`src/rtl/eth_rx_fcs_check_pkg.sv`:
```
// Shared constants and types for the receive-side Ethernet FCS checker and
// the byte-wise CRC-32 engine it shares with the transmit generator.
package eth_rx_fcs_check_pkg;

  localparam int datalen = 8;
  localparam int crc_len = 32;
  localparam int len_w   = 11;

  localparam logic [crc_len-1:0] crc_poly    = 32'h04C11DB7;
  localparam logic [crc_len-1:0] crc_init    = 32'hFFFFFFFF;
  localparam logic [crc_len-1:0] crc_residue = 32'hC704DD7B;

  localparam int eth_min_len = 64;
  localparam int eth_max_len = 1518;

  typedef enum logic [1:0] {
    IDLE,
    FILL,
    PASS
  } rx_state_t;

endpackage

```
`src/rtl/eth_rx_fcs_check_crc32_byte_next.sv`:
```
// One byte step of the Ethernet CRC-32: reflect the byte into the top of the
// accumulator, then run eight MSB-first polynomial shifts.
module crc32_byte_next
  import eth_rx_fcs_check_pkg::*;
(
  input  logic [crc_len-1:0] crc_in,
  input  logic [datalen-1:0] data,
  output logic [crc_len-1:0] crc_out
);

  logic [crc_len-1:0] c;

  always_comb begin
    // NOTE: blocking assignments are deliberate here; each loop pass reads
    // the value the previous pass just wrote, unrolling into a shift chain.
    c = crc_in;
    for (int b = 0; b < datalen; b++) begin
      c[crc_len-1-b] = crc_in[crc_len-1-b] ^ data[b];
    end
    for (int i = 0; i < datalen; i++) begin
      c = c[crc_len-1] ? ({c[crc_len-2:0], 1'b0} ^ crc_poly)
                       : {c[crc_len-2:0], 1'b0};
    end
    crc_out = c;
  end

endmodule

```
`src/rtl/eth_rx_fcs_check.sv`:
```
// Ethernet RX FCS checker/stripper: forwards the frame minus its 4-byte FCS
// and reports CRC and length status once per frame.
module eth_rx_fcs_check
  import eth_rx_fcs_check_pkg::*;
#(
  parameter int MIN_LEN = eth_min_len,
  parameter int MAX_LEN = eth_max_len
) (
  input  logic               clk,
  input  logic               rst,
  input  logic [datalen-1:0] s_data,
  input  logic               s_valid,
  input  logic               s_last,
  output logic [datalen-1:0] m_data,
  output logic               m_valid,
  output logic               m_last,
  output logic               stat_valid,
  output logic               stat_crc_ok,
  output logic               stat_len_err,
  output logic [len_w-1:0]   stat_len
);

  rx_state_t state_q, state_d;
  logic [1:0] fill_q, fill_d;

  logic [3:0][datalen-1:0] buf_q, buf_d;
  logic [crc_len-1:0]      crc_q, crc_d, crc_base, crc_next;
  logic [len_w-1:0]        len_q, len_d, len_base, len_next;

  logic [datalen-1:0] m_data_q, m_data_d;
  logic               m_valid_q, m_valid_d;
  logic               m_last_q, m_last_d;
  logic               stat_valid_q, stat_valid_d;
  logic               stat_crc_ok_q, stat_crc_ok_d;
  logic               stat_len_err_q, stat_len_err_d;
  logic [len_w-1:0]   stat_len_q, stat_len_d;

  logic emit;

  always_ff @(posedge clk) begin
    if (!rst) begin
      state_q <= IDLE;
      fill_q  <= 2'd0;
    end else begin
      state_q <= state_d;
      fill_q  <= fill_d;
    end
  end

  // FILL counts held bytes 1..3; the fourth byte makes the buffer full.
  always_comb begin
    // NOTE: every combinational output gets a default first so no path
    // leaves it unassigned, which would otherwise infer a latch.
    state_d = state_q;
    fill_d  = fill_q;
    if (s_valid) begin
      case (state_q)
        IDLE: begin
          if (!s_last) begin
            state_d = FILL;
            fill_d  = 2'd1;
          end
        end
        FILL: begin
          if (s_last)              state_d = IDLE;
          else if (fill_q == 2'd3) state_d = PASS;
          else                     fill_d  = fill_q + 2'd1;
        end
        PASS: begin
          if (s_last) state_d = IDLE;
        end
        default: state_d = IDLE;
      endcase
    end
  end

  // A frame's first byte starts from the init value, never the stale register.
  assign crc_base = (state_q == IDLE) ? crc_init : crc_q;
  assign len_base = (state_q == IDLE) ? '0 : len_q;
  assign len_next = (&len_base) ? len_base : len_base + len_w'(1);

  crc32_byte_next u_crc (
    .crc_in  (crc_base),
    .data    (s_data),
    .crc_out (crc_next)
  );

  always_comb begin
    emit           = s_valid && (state_q == PASS);
    buf_d          = s_valid ? {buf_q[2:0], s_data} : buf_q;
    crc_d          = s_valid ? crc_next : crc_q;
    len_d          = s_valid ? len_next : len_q;
    m_valid_d      = emit;
    m_last_d       = emit && s_last;
    m_data_d       = emit ? buf_q[3] : m_data_q;
    stat_valid_d   = s_valid && s_last;
    stat_crc_ok_d  = stat_crc_ok_q;
    stat_len_err_d = stat_len_err_q;
    stat_len_d     = stat_len_q;
    if (stat_valid_d) begin
      stat_crc_ok_d  = (crc_next == crc_residue);
      stat_len_err_d = (int'(len_next) < MIN_LEN) || (int'(len_next) > MAX_LEN);
      stat_len_d     = len_next;
    end
  end

  always_ff @(posedge clk) begin
    if (!rst) begin
      // NOTE: the 4-byte strip buffer is cleared on reset so an aborted
      // frame leaves nothing behind; only four bytes, so the cost is trivial.
      buf_q          <= '0;
      crc_q          <= crc_init;
      len_q          <= '0;
      m_data_q       <= '0;
      m_valid_q      <= 1'b0;
      m_last_q       <= 1'b0;
      stat_valid_q   <= 1'b0;
      stat_crc_ok_q  <= 1'b0;
      stat_len_err_q <= 1'b0;
      stat_len_q     <= '0;
    end else begin
      buf_q          <= buf_d;
      crc_q          <= crc_d;
      len_q          <= len_d;
      m_data_q       <= m_data_d;
      m_valid_q      <= m_valid_d;
      m_last_q       <= m_last_d;
      stat_valid_q   <= stat_valid_d;
      stat_crc_ok_q  <= stat_crc_ok_d;
      stat_len_err_q <= stat_len_err_d;
      stat_len_q     <= stat_len_d;
    end
  end

  assign m_data       = m_data_q;
  assign m_valid      = m_valid_q;
  assign m_last       = m_last_q;
  assign stat_valid   = stat_valid_q;
  assign stat_crc_ok  = stat_crc_ok_q;
  assign stat_len_err = stat_len_err_q;
  assign stat_len     = stat_len_q;

endmodule

```
`config.mk`:
```
export PLATFORM = sky130hd
export DESIGN_NAME = eth_rx_fcs_check
export DESIGN_NICKNAME = d
export VERILOG_FILES = /design/src/rtl/eth_rx_fcs_check_pkg.sv /design/src/rtl/eth_rx_fcs_check_crc32_byte_next.sv /design/src/rtl/eth_rx_fcs_check.sv
export SDC_FILE = /design/constraint.sdc
export NUM_CORES = 1
export LEC_CHECK = 0
export CORE_ASPECT_RATIO = 0.7
export CORE_UTILIZATION = 25
export DETAILED_ROUTE_END_ITERATION = 12
export MAX_ROUTING_LAYER = met4
export PLACE_DENSITY = 0.51
export SYNTH_ARGS = -nofsm -noshare
export SYNTH_HDL_FRONTEND = slang
export SYNTH_SLANG_ARGS = --single-unit
export TNS_END_PERCENT = 20
```
`constraint.sdc`:
```
create_clock -name clk -period 3.5 [get_ports clk]
set_input_delay 0.525 -clock clk [delete_from_list [all_inputs] [get_ports clk]]
set_output_delay 0.525 -clock clk [all_outputs]
set_load 0.02 [all_outputs]
```
==> results.cfg <==
[floorplan]
die_h_um = 126.7
dieArea_um2 = 22840
io_pins = 36
core_area_um2 = 21730
placementRows = 45
die_w_um = 180.2
start_util_pct = 25.57

[critical_path]
arrival_ns = 3.38
cp.required_ns = 3.79
crit_chain = or2_2 > and2_1 > ha_1 > nand2_1 > or4_1 > nand4_1 > xor2_1 > nor2_1 > nor4_1 > mux2i_1 > a21oi_1
end_kind = flop
crit_path_max_incr_delay_ns = 0.66
cp_max_fo = 9
crit_slowest_cell = or4_1
worstSetupPathType = reg -> reg
crit_path_start_kind = flop

[power]
pwr-share-clk_pct = 33.6
total_power_mw = 3.061
p_switching_mw = 0.9642
sequentialPowerShare_pct = 42.4
pwr_density_cell_nw_per_um2 = 467.6
p_int_mw = 2.097
swShare_pct = 31.50
irDropWorstVdd_v = 0.0002392
leakagePower_nw = 2.540
power_frac_comb_pct = 24.0

[timing]
max_freq_ghz = 0.3234
grt_setup_unrepaired = no
setup_violations = 0
slew_headroom_pct = 46.43
finClkSkew_ns = 0.01198
tns_ns = 0
fin_crit_ns = 3.092
finalHoldViolations = 0
timing.final.crit_share_pct = 88.35
slew_viol_final = 0
tightest_slew_ns = 0.8035

[drt]
wl_per_cell_um = 14.13
drc = 0
totalWireLength_mm = 13.55
via_per_inst = 4.534
firstDrtPassIters = 5
drtIter0Drc = 367
antenna_left = 0
vias = 4348

[cells_and_area]
final_common_cell = nor2_1
fin_cells = 959
area_growth_syn_to_layout_pct = 17.81
nets = 687
num_antenna_cells = 0
drive_gt1_share_pct = 8.863
layout_common_cells = nor2_1 (109), dfxtp_1 (102), nand2_1 (79), xnor2_1 (63), mux2i_1 (51)
multiInputGateArea_um2 = 3279
fill_cells = 2355
seq_area_um2 = 2063

[clocking]
cts.sinks = 103
cts_tree = done
cts.clk_slew.worst_paths_ns = 0.08
cts_buffer_depth = 2
postCtsSetupRepairBufs = 0
cts_root_buf = clkbuf_16
htreeDepth = 3
clk_latency_ns = 0.36
hold_buffers = 0
numCtsBuffers = 9

[synth]
ys_types = 61
syn-num-nets = 665
synth-async-reset-ratio_pct = 0
postSynthCellCount = 650
ys_dominant_reg_cell = dfxtp_1
syn_area_um2 = 5557
ys_seq_area_share_pct = 37.11
ys_warn_count = 0
synth-seq-cells = 103
syn_area_per_cell_um2 = 8.549
synth_edf_count = 0

[global_routing]
grt_pass1_vias = 4034
grt_use_met1_pct = 19.10
grtUsageTotal_pct = 12.89
grt_antenna_before_repair = 0
grt_pass1_wl_mm = 22.41
overflow = 0
gr-usage-met3_pct = 3.015
grt_use_met2_pct = 17.37
grt_max_degree = 65
grt-busiest-layer = met1

[status]
status = finished, final reports clean

[placement]
place_congestion = 0.8021
hpwl_mm = 9.843
io_buffers = 35
dp.cells = 943

[flow_run]
drv_cap = 0

[min_path]
worstHoldPathType = reg -> reg
## timing repair
item	in CTS	in global routing
endpoints found under the setup margin	0	1
endpoints found under the hold margin	0	0
gates resized for setup	0	1
## critical path, delay by kind of cell, from the launching register on
| family | cells | cell delay (ns) |
|---|---|---|
| AOI/OAI and AO/OA | 1 | 0.12 |
| adders and majority gates | 1 | 0.28 |
| DFF | 1 | 0.43 |
| xor gates and xnor gates | 1 | 0.21 |
| and+or+nand+nor | 7 | 1.86 |
| muxes | 1 | 0.11 |
## power by group through the flow
stage               sequential (mW)  clock [mW]  combinational [mW]
CTS                            1.30        1.07               0.738
global route                   1.31        1.11               0.811
global placement               1.32           0               0.733
finish                         1.30        1.03               0.735
floorplan                      1.30           0               0.568
detailed placement             1.32           0               0.733
## cells by family after synthesis
kind of cell    after synthesis  share of synthesized area (%)
compound gates               94                          10.09
fa+ha+maj                     3                         0.6756
flops                       103                          37.11
xor+xnor                     95                          18.91
buf+inv                      52                          3.873
simple gates                251                          19.95
mux                          52                          9.390
## flip-flops by register name, summed over array words and instances, names as in the netlist, 2 cells and up
register / cells
stat_len: 11
m_data: 8
state_q: 2
fill_q: 2
crc_q: 32
buf_q: 32
len_q: 11
## cells in the mapped netlist, types with 2 or more instances
cell        n  share of area [%]
and2_1      9                1.0
xor2_1     15                2.4
o211ai_1    3               0.41
a31oi_1     4               0.45
nand2_1    79                5.3
buf_1       7               0.47
xnor2_1    63                9.9
a32oi_1     2               0.32
mux2i_1    51                9.2
xor3_2      2               0.90
a211oi_1    3               0.41
or3_1       5               0.56
xnor2_2     2               0.59
buf_2       9               0.81
xnor2_4     2               0.99
nand4_1    10                1.1
dfxtp_1   103                 37
o31ai_1     3               0.41
o21ai_0    36                3.2
xor2_2      3               0.88
buf_4       2               0.27
clkbuf_1   28                1.9
nor2_1    109                7.4
and3b_1     2               0.32
inv_1       3               0.20
o21ai_1     4               0.36
nor2_4      2               0.41
ha_1        3               0.68
xnor3_1     7                2.8
nor4_1      2               0.23
nor3_1      6               0.54
nand3b_1    2               0.27
a211o_1     2               0.32
a21oi_1    25                2.3
nand3_1    10               0.90
nor3b_1     3               0.41
and3_1      5               0.56
## layout make-up
cell class,instances,share of cell area [%]
clock buffers,9,3.440
well taps,282,5.390
multi-input cells,495,50.10
clock inverters,7,1.319
repair buffers,58,7.951
inverters,5,0.2867
flip-flops and latches,103,31.52
## worst paths after layout
path	slack, ns	to	start	depth (start not counted)
max	0.41	stat_len_err	state_q[1]	11
min	0.46	stat_len[7]	stat_len[7]	2
max reg2reg	0.41	stat_len_err	state_q[1]	11
min reg2reg	0.46	stat_len[7]	stat_len[7]	2
## stage by stage
step	hold WS, ns	instance area (um2)	worst slack [ns]	util, %
5_1_grt	0.4788	6546	0.01751	30.12
4_1_cts	0.4580	6545	0.2896	30.12
2_1_floorplan	0.4449	5557	0.3165	-
3_5_place_dp	0.4478	6233	0.2628	28.68
3_3_place_gp	0.4443	6233	0.2676	28.68
6_report	0.4556	6546	0.4076	30.12
## layer usage
metal | vias up | routed length (um)
met2 | 89 | 5244
met4 | 0 | 114
met3 | 12 | 696
met5 | - | 0
met1 | 2023 | 7491
li1 | 2224 | -
Note: power is estimated with default switching activity, not from simulation.
